===== src/rtl/cv32e40p_irq_arbiter.sv =====
// rtl/cv32e40p_irq_arbiter.sv - interrupt arbiter with level/edge lines, priority, threshold and registered request
module cv32e40p_irq_arbiter #(
  parameter int                 NUM_IRQ  = 32,
  parameter int                 PRIO_W   = 3,
  parameter logic [NUM_IRQ-1:0] IRQ_MASK = {NUM_IRQ{1'b1}},
  localparam int                ID_W     = (NUM_IRQ > 1) ? $clog2(NUM_IRQ) : 1
) (
  input  logic                      clk,
  input  logic                      rst_n,
  input  logic [NUM_IRQ-1:0]        irq_i,
  input  logic [NUM_IRQ-1:0]        irq_edge_i,
  input  logic [NUM_IRQ*PRIO_W-1:0] irq_prio_i,
  input  logic [NUM_IRQ-1:0]        mie_i,
  input  logic                      m_ie_i,
  input  logic [PRIO_W-1:0]         threshold_i,
  input  logic                      irq_ack_i,
  input  logic [ID_W-1:0]           irq_ack_id_i,
  output logic                      irq_req_o,
  output logic [ID_W-1:0]           irq_id_o,
  output logic [PRIO_W-1:0]         irq_prio_o,
  output logic [NUM_IRQ-1:0]        mip_o,
  output logic                      irq_wu_o
);

  logic [NUM_IRQ-1:0] irq_q;
  logic [NUM_IRQ-1:0] irq_prev;
  logic               filled;
  logic [NUM_IRQ-1:0] edge_pend;
  logic [NUM_IRQ-1:0] edge_set;
  logic [NUM_IRQ-1:0] edge_clr;
  logic [NUM_IRQ-1:0] pend;
  logic [NUM_IRQ-1:0] cand;
  logic               win_valid;
  logic [ID_W-1:0]    win_id;
  logic [PRIO_W-1:0]  win_prio;
  logic               req_n;

  // Input stage; on the first clock after reset irq_prev loads the same sample as
  // irq_q so a line already held high is not mistaken for a rising edge.
  always_ff @(posedge clk or negedge rst_n) begin
    if (!rst_n) begin
      irq_q    <= '0;
      irq_prev <= '0;
      filled   <= 1'b0;
    end else begin
      irq_q    <= irq_i & IRQ_MASK;
      irq_prev <= filled ? irq_q : (irq_i & IRQ_MASK);
      filled   <= 1'b1;
    end
  end

  // Decode the acknowledge into a per-line clear; IDs beyond the last line match nothing.
  always_comb begin
    edge_clr = '0;
    for (int k = 0; k < NUM_IRQ; k++) begin
      if (irq_ack_i && (int'(irq_ack_id_i) == k)) begin
        edge_clr[k] = 1'b1;
      end
    end
  end

  assign edge_set = irq_q & ~irq_prev & irq_edge_i;

  // Sticky edge pending: a new edge beats a simultaneous ack, level-mode lines drop their bit.
  always_ff @(posedge clk or negedge rst_n) begin
    if (!rst_n) begin
      edge_pend <= '0;
    end else begin
      edge_pend <= ((edge_pend & ~edge_clr) | edge_set) & irq_edge_i & IRQ_MASK;
    end
  end

  // The live edge term lets an edge show as pending in the same cycle it is detected.
  assign pend  = (irq_edge_i & (edge_pend | edge_set)) | (~irq_edge_i & irq_q);
  assign mip_o = pend;
  assign cand  = pend & mie_i & IRQ_MASK;

  // Pick the highest priority candidate; scanning upward with >= gives ties to the highest index.
  always_comb begin
    win_valid = 1'b0;
    win_id    = '0;
    win_prio  = '0;
    for (int k = 0; k < NUM_IRQ; k++) begin
      if (cand[k] && (!win_valid || (irq_prio_i[k*PRIO_W +: PRIO_W] >= win_prio))) begin
        win_valid = 1'b1;
        win_id    = ID_W'(k);
        win_prio  = irq_prio_i[k*PRIO_W +: PRIO_W];
      end
    end
  end

  assign req_n = win_valid && m_ie_i && (win_prio > threshold_i);

  // Register the arbitration result every cycle so the controller sees a clean timing path.
  always_ff @(posedge clk or negedge rst_n) begin
    if (!rst_n) begin
      irq_req_o  <= 1'b0;
      irq_id_o   <= '0;
      irq_prio_o <= '0;
    end else begin
      irq_req_o  <= req_n;
      irq_id_o   <= win_id;
      irq_prio_o <= win_prio;
    end
  end

  assign irq_wu_o = |(irq_i & mie_i & IRQ_MASK);

endmodule


===== config.mk =====
export PLATFORM = sky130hd
export DESIGN_NAME = cv32e40p_irq_arbiter
export DESIGN_NICKNAME = d
export VERILOG_FILES = /design/src/rtl/cv32e40p_irq_arbiter.sv
export SDC_FILE = /design/constraint.sdc
export NUM_CORES = 1
export LEC_CHECK = 0
export BUFFER_PORTS_ARGS = -buffer_cell sky130_fd_sc_hd__buf_4
export CORE_AREA = 5 5 116 173
export CTS_CLUSTER_SIZE = 14
export DETAILED_ROUTE_END_ITERATION = 8
export DIE_AREA = 0 0 121 178
export GPL_TIMING_DRIVEN = 0
export PLACE_DENSITY = 0.81
export SYNTH_ARGS = -nofsm -noshare
export SYNTH_HDL_FRONTEND = slang
export SYNTH_SLANG_ARGS = --single-unit

===== constraint.sdc =====
create_clock -name clk -period 44.5 [get_ports clk]
set_input_delay 0 -clock clk [delete_from_list [all_inputs] [get_ports clk]]
set_output_delay 0 -clock clk [all_outputs]
set_load 0.005 [all_outputs]

==> flow_metrics.tcl <==
set metrics [dict create \
    area_growth_pct 39.3 \
    fmax_ghz 0.0235 \
    cp_slowest_cell "a2111o_1" \
    vdd_ir_drop_max_uv 32.7 \
    worstPathMaxFanout 10 \
    final_common_cell "buf_4" \
    drc 0 \
    clk_pin_slew_ns 0.07 \
    drtAntennaViolNets 0 \
    gp_congestion 0.943 \
    synth.area.top_cells "dfrtp_1 (27%), ha_1 (8.9%), nand2_1 (5.0%), nand2b_1 (4.6%), mux2_2 (4.4%)" \
    cp.arrival_ns 42.77 \
    status "finished, final reports clean" \
    worst_path_dominant_cell_family "compound AO/OA/AOI/OAI gates" \
    core_region_area_mm2 0.0184 \
    layout.nets 1815 \
    synth_edf_count 0 \
    synth-xor-area-share_pct 0 \
    drive_above_1_share_pct 30.4 \
    grt_overflow 0 \
    worstPathRequired_ns 44.73 \
    setup_viol 0 \
    yosys_most_used_dff "dfrtp_1" \
    worst_setup_path_end_kind "register" \
    synth_mux_area_share_pct 4.71 \
    fin_crit_ns 42.54 \
    antenna_found_initial 2 \
    setup_ws_ns 1.96 \
    r2r-end "irq_req_o$_DFF_PN0_" \
    start_util_pct 54.2 \
    drtIter0Drc 864 \
    yosys.area.top_type "dfrtp_1" \
    hpwlAfterDp_mm 27.9 \
    drt-wirelength-per-cell_um 20.0 \
    grt_pass1_vias 11000 \
    yosysWarnings 0 \
    cts_tree "done" \
    grt_pass1_wl_mm 53.8 \
    drt_wl_total_mm 35.9 \
    cts_root_buffer "clkbuf_16" \
    tightest_slew_ns 1.26 \
    critical_path_class "reg -> reg" \
    boundaryPins 246 \
    total_power_mw 0.902 \
    power_density_mw_per_mm2 64.9 \
    die_h_um 178 \
    cts_buffers 9 \
    cp-start-kind "register" \
    hold_viol 0 \
    synth_nets 1458 \
    ctsLongestPathBuffers 2 \
    dieArea_mm2 0.0215 \
    clock_latency_ns 0.35 \
    relSlewSlack_pct 15.4 \
    final_cell_mix "buf_4 (278), nand2_1 (130), dfrtp_1 (106)" \
    critPathBufInv 10 \
    rr_worst_depth 216 \
    synth-adder-area-share_pct 9.01 \
    drv_cap 0 \
    r2r_setup_slack_ns 1.96 \
    synth_top_area_share_pct 26.6 \
    syn_area_mm2 0.00997 \
    skew_ns 0.0147 \
    ys_types 101 \
    num_vias 11200 \
    synthSimpleGateAreaFrac_pct 22.7 \
    max_stage_delay_ns 0.44 \
    std_cell_rows 61 \
    synth_compound_area_share_pct 33.9 \
    synth.ff_latch_count 106 \
    syn_inst 1183 \
    numClockSinks 106 \
    vias_per_cell 6.25 \
    rr_startpoint "irq_prev[0]$_DFF_PN0_" \
    dpl_worst_slack_ns -2.16 \
    drv_slew 0 \
    dieWidth_um 121 \
    ys_seq_area_share_pct 26.6 \
    cp_common_cell "ha_1" \
    drt_first_pass_iters 5 \
    htreeDepth 3 \
    grtUsageTotal_pct 31.5 \
    p_leak_nw 6.37 \
    hold_path_class "in -> async" \
    period_share_pct 95.6 \
    synth-async-reset-ratio_pct 100 \
    io_buffers 245 \
    synth_top_family_by_area "compound AO/OA/AOI/OAI gates" \
    synth.avg_cell_area_um2 8.43 \
    grt_max_degree 107 \
    n_fill_cell 1369 \
]
[registers in the layout, summed over array words and instances (netlist names)]
name and count:
edge_pend 32, irq_prev 32, irq_q 32, irq_id_o 5, irq_prio_o 3, filled 1, irq_req_o 1
[layout make-up]
type / count / area (um^2) / area share, %
repair buffers: 349 / 2820 / 20.3
clock inverters: 4 / 26.3 / 0.189
flip-flops and latches: 106 / 2650 / 19.1
diodes: 3 / 7.51 / 0.0540
inverters: 64 / 240 / 1.73
clock buffers: 12 / 246 / 1.77
plain buffers: 9 / 56.3 / 0.405
multi-input cells: 1001 / 7530 / 54.2
well taps: 252 / 315 / 2.27
[how the worst max path moves through the flow]
stage                          start             endpoint  slack [ns]  depth (start not counted)
2_1_floorplan  irq_prev[0]$_DFF_PN0_  irq_req_o$_DFF_PN0_        3.94                        216
3_3_place_gp   irq_prev[0]$_DFF_PN0_  irq_req_o$_DFF_PN0_       -1.50                        218
3_5_place_dp   irq_prev[0]$_DFF_PN0_  irq_req_o$_DFF_PN0_       -2.16                        217
4_1_cts        irq_prev[0]$_DFF_PN0_  irq_req_o$_DFF_PN0_        0.01                        216
5_1_grt        irq_prev[0]$_DFF_PN0_  irq_req_o$_DFF_PN0_       -0.60                        218
6_report       irq_prev[0]$_DFF_PN0_  irq_req_o$_DFF_PN0_        1.96                        216
[cell usage after synthesis, types with 4 or more instances]
cell / instances
a211o_1: 8
a211oi_1: 13
a21boi_0: 37
a21o_1: 22
a21oi_1: 48
a221o_1: 8
a221oi_1: 5
a22o_1: 31
a22oi_1: 16
a31o_2: 10
a31oi_1: 21
and2_1: 27
and3_1: 21
clkbuf_1: 6
dfrtp_1: 106
ha_1: 71
inv_1: 64
mux2_2: 39
nand2_1: 134
nand2b_1: 74
nand3_1: 25
nand4_1: 6
nor2_1: 76
nor2b_1: 12
nor3_1: 15
o2111ai_1: 9
o211a_1: 6
o211ai_1: 10
o21a_1: 22
o21ai_0: 82
o21ai_1: 4
o21bai_1: 5
o221ai_1: 4
o22a_1: 4
o22ai_1: 4
o311a_1: 4
o31a_1: 5
o31ai_1: 7
or2_2: 12
or3_1: 8
[routing by layer]
layer	global-route usage, %	wire [um]	vias to the layer above	share of wire, %
li1	-	-	5211	-
met1	33.4	12700	5366	35
met4	20.2	2460	0	6.8
met2	58.3	18800	507	52
met3	3.65	1960	162	5.4
met5	0	0	-	0
[per-stage QoR]
stage | instance area (um^2) | util, % | instances | setup TNS (ns) | hold slack [ns]
finish | 13900 | 75.5 | 1800 | 0 | 0.0202
CTS | 13200 | 72.0 | 1767 | 0 | 0.000544
global route | 13900 | 75.5 | 1799 | -0.761 | 0.0129
floorplan | 9970 | - | 1183 | 0 | -0.296
global placement | 12100 | 65.9 | 1680 | -6.99 | 0.127
detailed placement | 12100 | 65.9 | 1680 | -13.13 | 0.130
[where the power goes]
part / switching, mW / internal, mW
combinational: 0.387 / 0.328
sequential: 0.00473 / 0.108
clock: 0.0348 / 0.0396
[repair_timing]
action,CTS,global route
endpoints found under the hold margin,99,106
gates resized for setup,24,80
setup buffers,4,30
hold buffers,68,1
pin swaps,5,27
setup endpoints to repair,9,9
[logic make-up (layout without fill, tap and decap cells)]
group / Yosys count / after routing
buffers and inverters: 76 / 438
adders and majority gates: 72 / 72
muxes: 42 / 42
other: 1 / 4
DFF: 106 / 106
and+or+nand+nor: 442 / 442
AOI/OAI and AO/OA: 444 / 444
Power figures use the tool's default switching activity.
